File: src/rtl/gg_dma_rdctl.sv
// DMA read controller: issues 24-beat AXI4 AR bursts over a macroblock-aligned DRAM ring,
// optionally paced against a producer write pointer, with a bounded number of bursts in flight.
module gg_dma_rdctl #(
  parameter int ADDR_W   = 40,
  parameter int MB_BYTES = 384,
  parameter int MAX_OUT  = 4
) (
  input  logic              clk,
  input  logic              reset_n,
  input  logic              go,
  input  logic              cont,
  input  logic [ADDR_W-1:0] base_addr,
  input  logic [ADDR_W-1:0] limit_addr,
  input  logic [ADDR_W-1:0] start_addr,
  input  logic [ADDR_W-1:0] wr_addr,
  input  logic [15:0]       mb_count,
  output logic              m_arvalid,
  input  logic              m_arready,
  output logic [ADDR_W-1:0] m_araddr,
  output logic [7:0]        m_arlen,
  output logic [2:0]        m_arsize,
  output logic [3:0]        m_arcache,
  input  logic              rlast_done,
  output logic [ADDR_W-1:0] rd_addr,
  output logic              busy,
  output logic              wait_wr,
  output logic              done
);

  localparam int OUT_W = ($clog2(MAX_OUT + 1) < 3) ? 3 : $clog2(MAX_OUT + 1);

  typedef enum logic [1:0] {
    IDLE    = 2'd0,
    ISSUE   = 2'd1,
    WAIT_WR = 2'd2,
    DRAIN   = 2'd3
  } state_t;

  state_t             state_r;
  logic               go_q_r;
  logic               cont_r;
  logic               limited_r;
  logic [15:0]        mb_left_r;
  logic [OUT_W-1:0]   outstanding_r;
  logic               hs_s;
  logic               stop_s;
  logic               credit_s;
  logic [ADDR_W-1:0]  inc_addr_s;
  logic [ADDR_W-1:0]  next_addr_s;

  assign m_arlen   = 8'd23;
  assign m_arsize  = 3'b100;
  assign m_arcache = 4'b0011;

  // Handshake, ring wrap (tested on the post-increment address) and stop/credit conditions.
  always_comb begin
    hs_s       = m_arvalid & m_arready;
    inc_addr_s = rd_addr + ADDR_W'(MB_BYTES);
    if (inc_addr_s >= limit_addr) begin
      next_addr_s = base_addr;
    end else begin
      next_addr_s = inc_addr_s;
    end
    stop_s   = ~go | (limited_r & (mb_left_r == 16'd0));
    credit_s = (outstanding_r < OUT_W'(MAX_OUT));
  end

  // Bursts in flight: an AR handshake and an rlast in the same cycle cancel out.
  always_ff @(posedge clk or negedge reset_n) begin
    if (!reset_n) begin
      outstanding_r <= {OUT_W{1'b0}};
    end else if (hs_s && !rlast_done) begin
      outstanding_r <= outstanding_r + OUT_W'(1);
    end else if (!hs_s && rlast_done && (outstanding_r != {OUT_W{1'b0}})) begin
      outstanding_r <= outstanding_r - OUT_W'(1);
    end
  end

  // Control FSM with registered AR channel and status outputs.
  always_ff @(posedge clk or negedge reset_n) begin
    if (!reset_n) begin
      state_r   <= IDLE;
      go_q_r    <= 1'b0;
      cont_r    <= 1'b0;
      limited_r <= 1'b0;
      mb_left_r <= 16'd0;
      rd_addr   <= {ADDR_W{1'b0}};
      m_arvalid <= 1'b0;
      m_araddr  <= {ADDR_W{1'b0}};
      busy      <= 1'b0;
      wait_wr   <= 1'b0;
      done      <= 1'b0;
    end else begin
      go_q_r <= go;
      done   <= 1'b0;
      if (hs_s) begin
        m_arvalid <= 1'b0;
        rd_addr   <= next_addr_s;
        if (limited_r && (mb_left_r != 16'd0)) begin
          mb_left_r <= mb_left_r - 16'd1;
        end
      end
      case (state_r)
        IDLE: begin
          if (go && !go_q_r) begin
            rd_addr   <= start_addr;
            mb_left_r <= mb_count;
            limited_r <= (mb_count != 16'd0);
            cont_r    <= cont;
            state_r   <= ISSUE;
            busy      <= 1'b1;
          end
        end
        ISSUE: begin
          // A pending AR is held untouched until accepted.
          if (!m_arvalid) begin
            if (stop_s) begin
              state_r <= DRAIN;
            end else if (cont_r && (rd_addr == wr_addr)) begin
              state_r <= WAIT_WR;
              wait_wr <= 1'b1;
            end else if (credit_s) begin
              m_arvalid <= 1'b1;
              m_araddr  <= rd_addr;
            end
          end
        end
        WAIT_WR: begin
          if (stop_s) begin
            state_r <= DRAIN;
            wait_wr <= 1'b0;
          end else if (rd_addr != wr_addr) begin
            state_r <= ISSUE;
            wait_wr <= 1'b0;
          end
        end
        DRAIN: begin
          if (outstanding_r == {OUT_W{1'b0}}) begin
            state_r <= IDLE;
            busy    <= 1'b0;
            done    <= 1'b1;
          end
        end
        default: begin
          state_r   <= IDLE;
          m_arvalid <= 1'b0;
          busy      <= 1'b0;
          wait_wr   <= 1'b0;
        end
      endcase
    end
  end

endmodule

File: config.mk
export PLATFORM = sky130hd
export DESIGN_NAME = gg_dma_rdctl
export DESIGN_NICKNAME = d
export VERILOG_FILES = /design/src/rtl/gg_dma_rdctl.sv
export SDC_FILE = /design/constraint.sdc
export NUM_CORES = 1
export LEC_CHECK = 0
export CAP_MARGIN = 5
export CORE_UTILIZATION = 45
export DETAILED_ROUTE_END_ITERATION = 10
export PLACE_DENSITY = 0.92
export SYNTH_ARGS = -nofsm -noshare
export SYNTH_HDL_FRONTEND = slang
export SYNTH_SLANG_ARGS = --single-unit
File: constraint.sdc
create_clock -name clk -period 5.6 [get_ports clk]
set_clock_uncertainty 0.15 [all_clocks]
set_input_delay 1.12 -clock clk [delete_from_list [all_inputs] [get_ports clk]]
set_output_delay 1.12 -clock clk [all_outputs]
set_load 0.01 [all_outputs]
Yosys cells after proc, flatten, opt, wreduce, memory -nomap -nowiden

Index checks and enable logic that the tools add are counted.
Widths: inputs -> output; s select.

Bits in registers: 108
Latch bits: 0
RAM bits: 0
Memory bits (read-only): 0
Bits of input ports: 182
Logic and storage cells: 95
Memories kept: 0

Add/subtract/negate cells: 4
Multiply operators: 0
Divide/modulo/power cells: 0
Order comparisons: 2
Eq/ne operators: 12
Shifts and indexed selects: 0
Mux-type cells: 35
Bitwise operators: 7
Reduce and logical (&&, ||, !) cells: 23

Operators by type and width:

| kind                  | count |
|---|---|
| $mux 40               | 4 |
| $mux 16               | 4 |
| $add 40x9->40 const B | 1 |
| $eq 40x40->1          | 1 |
| $ge 40x40->1          | 1 |
| $ne 40x40->1          | 1 |
| $reduce_bool 16->1    | 2 |
| $logic_not 16->1      | 1 |
| $sub 16x1->16 const B | 1 |
| $mux 1                | 15 |
| $reduce_and 5->1      | 3 |
| $mux 2                | 7 |
| $ne 2x2->1 const B    | 5 |
| $pmux 2 s4            | 1 |
| $logic_and 1x1->1     | 6 |
| $mux 3                | 2 |
| $ne 3x3->1 const B    | 2 |
| $reduce_bool 2->1     | 3 |
| $eq 2x2->1 const B    | 2 |
| $not 1->1             | 4 |
| $pmux 1 s2            | 2 |
| $add 3x1->3 const B   | 1 |
| $logic_not 1->1       | 3 |
| $logic_not 3->1       | 1 |
| 9 further kinds       | 10 |

Longest topological paths before layout

Depth in word-level cells: 7
Gate-level depth with buffers: 19

Worst setup path before layout

OpenSTA, ideal clock, no wires.

Path type: register to register
Start: register rd_addr[7]
End: register rd_addr[31]
Arrival time: 3.788 ns
Setup slack: 1.525 ns
Stages on the path, launching flop included: 19
Clock period less this slack: 4.075 ns
Cells stage by stage: dfrtp_1 > inv_1 > ha_1 > and4b_1 > nand3_2 > nor3_4 > and2b_1 > nand3_1 > xnor2_1 > ha_1 > nand4_1 > nor4_2 > nand2_1 > nor4b_2 > nor3_1 > buf_6 > buf_2 > o32ai_1 > a21oi_1

Word-level cells in the longest chain between the ends: 6

Ends and longest elaborated chain:

| element                  | line | source |
|---|---|---|
| start: declaration       | 24   | `output logic [ADDR_W-1:0] rd_addr,` |
| start signal: assignment | 87   | `rd_addr <= {ADDR_W{1'b0}};` |
| start signal: assignment | 98   | `rd_addr <= next_addr_s;` |
| start signal: assignment | 106  | `rd_addr <= start_addr;` |
| $add 40x9->40 (*)        | 58   | `inc_addr_s = rd_addr + ADDR_W'(MB_BYTES);` |
| $ge 40x40->1             | 59   | `if (inc_addr_s >= limit_addr) begin` |
| $mux 40 (*)              | 59   |  |
| $mux 40 (*)              | 96   | `if (hs_s) begin` |
| $mux 40                  | 105  | `if (go && !go_q_r) begin` |
| $mux 40 (*)              | 103  | `case (state_r)` |

Mark *: on every way between the ends. The rest lies on a longest branch, timed or not.
A chain may end at the register's enable or synchronous reset.

Final worst setup path

Start: register rd_addr[7]
End: register rd_addr[6]

Word-level cells in the longest chain between the ends: 6

Ends and longest elaborated chain:

| element           | line |
|---|---|
| $add 40x9->40 (*) | 58 |
| $ge 40x40->1 (*)  | 59 |
| $mux 40 (*)       | 59 |
| $mux 40 (*)       | 96 |
| $mux 40           | 105 |
| $mux 40 (*)       | 103 |

Marks and branches as above.

==> flow_summary.ini <==
[critical_path]
ff2ff_path_depth = 18
cp-end-kind = register
r2r-start = rd_addr[7]
cp-startpoint = rd_addr[7]
rr_endpoint = rd_addr[6]
arrival_ns = 5.08
r2r_setup_slack_ns = 0.63
cp_slowest_cell = dfrtp_1
crit_path_cell_trace = inv_1 -> ha_1 -> and4b_1 -> nand3_2 -> nor3_4 -> and2b_1 -> nand3_1 -> xnor2_1 -> ha_1 -> nand4_1 -> nor4_2 -> nand2_1 -> nor4b_2 -> nor3_2 -> buf_4 -> nand2b_1 -> mux2i_1 -> o21ai_0
critPathMaxFanout = 11
worstSetupPathType = reg2reg
critPathLaunchType = register
cp.required_ns = 5.71
slowest_delay_ns = 0.48
cpMostUsedCell = ha_1

[yosys]
yosys.area.top_type = dfrtp_1
synthTopCellsByArea = dfrtp_1 (35%), xnor2_1 (8.1%), ha_1 (7.6%)
async_reset_ff_frac = 1.00
ys.warnings.count = 0
synthCells = 827
syn_area_sq_um = 7780
ys.flop_type = dfrtp_1
ys_ff_latch = 108
synth_top_area_share = 0.347
ys_seq_area_frac = 0.347
avgSynthCellArea_sq_um = 9.41
synth_cell_types = 65
synth_edf_count = 0

[global_routing]
grt.overflow.total = 0
grt_pass1_wl_um = 38900
antenna_found_initial = 1
grt_pass1_vias = 7433
grt_usage = 0.284
grt_max_degree = 60

[drt]
wl_met3_um = 1850
viasPerCell = 5.57
num_vias = 7187
drc = 0
totalWireLength_um = 25100
dr.max_layer_used = met5
m1WireLength_um = 9650
drtAntennaViolNets = 0
wl_per_cell_um = 19.4
drt_iter0_drc = 589
dr_wl_met2_um = 12400
dr.pass1.iters = 5

[clock_network]
cts_buffer_depth = 2
path_clk_slew_ns = 0.09
htree_levels = 3
clk_latency_ns = 0.36
clock_sinks = 108
cts_tree = yes
post_cts_buffers = 0
postCtsHoldBufs = 0
cts_buffers = 9
cts_root_buf = clkbuf_16
cts_resized = 0

[min_path]
hold_depth = 1
hold_end = m_araddr[20]
hold_start = m_araddr[20]
hold_class = reg2reg

[timing]
final_hold_viol_count = 0
grt_setup_unrepaired = false
timing.fmax_mhz = 201
min_period_ns = 4.97
hold_ws_ns = 0.356
finalSetupViolCount = 0
post-route-period-util = 0.888
final-max-slew-violation-count = 0
max_slew.worst_pin.slew_ns = 1.16
relSlewSlack = 0.227
finalSetupTns_ns = 0

[die]
dieArea_sq_um = 17800
fp.dieH_um = 134
start_util = 0.464
fp.dieW_um = 134
num_rows = 47
ios = 281
core_area_sq_um = 16800

[cells_and_area]
layout_commonest_cell = clkdlybuf4s50_1
area_growth_pct = 38.5
fill_cells = 1327
drive_gt1_frac = 0.0776
antenna_cells = 0
mostFrequentLayoutCells = clkdlybuf4s50_1 (264), dfrtp_1 (108), nand2_1 (78)
fin_nets = 1295

[pwr]
leakage_nw = 4.79
power_density_nw_per_um2 = 468
vdd_ir_drop_max_mv = 0.231

[status]
status = completed

[place]
dpl.hpwl_um = 19500
port_buffers = 265
gp_congestion = 0.905

[flow_run]
maxCapViolCount = 0
==> power breakdown <==
group          switching, mW  leakage, nW  internal [mW]
Sequential             0.538         1.34           1.13
Combinational           1.20         3.28           1.45
Clock                  0.324        0.160          0.402
==> state kept, by name, summed over array words and instances, names as in the netlist <==
register       cells
busy               1
m_araddr          40
limited_r          1
rd_addr           40
cont_r             1
wait_wr            1
m_arvalid          1
outstanding_r      3
state_r            2
go_q_r             1
done               1
mb_left_r         16
==> Yosys cell counts (3+ instances only) <==
library cell / instances
ha_1: 47
o21ai_1: 7
a221oi_1: 4
mux2_4: 30
dfrtp_1: 108
and3_1: 27
mux2_1: 3
clkbuf_1: 22
o21ai_0: 59
a211oi_1: 4
nor4_1: 10
nand4_1: 24
inv_1: 53
buf_4: 15
buf_12: 3
buf_6: 5
nor2b_1: 3
nor2_1: 37
or3_1: 5
buf_2: 10
nand2_1: 78
a21oi_1: 56
nand3_1: 16
a21o_1: 3
xor2_1: 11
mux2_2: 4
o211ai_1: 3
a31oi_1: 6
mux2i_1: 39
xnor2_1: 72
nand2b_1: 5
o22ai_1: 9
nor3_1: 8
==> critical path: cells and delay by family (launching register included) <==
family	cells	cell delay, ns
muxes	1	0.20
xor gates and xnor gates	1	0.17
adders and majority gates	2	0.58
DFF	1	0.48
buffers and inverters	2	0.34
AOI/OAI and AO/OA	1	0.20
and+or+nand+nor	11	2.73
==> metal layers <==
layer / track usage / vias up
met1: 0.330 / 3412
met4: 0.149 / 2
met2: 0.495 / 356
met5: 0 / -
li1: - / 3338
met3: 0.0537 / 79
==> stage by stage <==
stage	area, sq um	setup WS [ns]	instances	power (mW)	utilization
floorplan	7830	1.53	840	3.19	-
global placement	10400	0.910	1274	4.19	0.623
detailed placement	10400	0.653	1274	4.31	0.623
CTS	10800	0.642	1290	5.06	0.643
global route	10800	0.353	1290	5.37	0.643
finish	10800	0.628	1290	5.05	0.643
==> area by class of cell <==
type | instances | area, sq um | share of cell area
Clock inverter | 7 | 108 | 0.00998
Sequential cell | 108 | 2700 | 0.251
Multi-Input combinational cell | 621 | 4570 | 0.424
Tap cell | 220 | 275 | 0.0255
Timing Repair Buffer | 272 | 2700 | 0.251
Inverter | 53 | 199 | 0.0185
Clock buffer | 9 | 225 | 0.0209
==> worst max path at each step <==
| stage | cells after the start | slack [ns] | endpoint |
|---|---|---|---|
| after floorplan | 18 | 1.53 | rd_addr[31] |
| after global placement | 18 | 0.91 | rd_addr[3] |
| after detailed placement | 18 | 0.65 | rd_addr[1] |
| after CTS | 18 | 0.64 | rd_addr[1] |
| after global routing | 18 | 0.35 | rd_addr[1] |
| final | 18 | 0.63 | rd_addr[6] |
==> cell families after synthesis <==
logic type,count (synthesis),synth area share
AO/OA/AOI/OAI,160,0.117
XOR/XNOR,85,0.0976
adder cells (fa/ha/maj),48,0.0781
buffers and inverters,111,0.0736
flip-flops,108,0.347
multiplexers,76,0.118
other,2,0.000965
AND/OR/NAND/NOR,237,0.167
(Power assumes the default switching activity.)
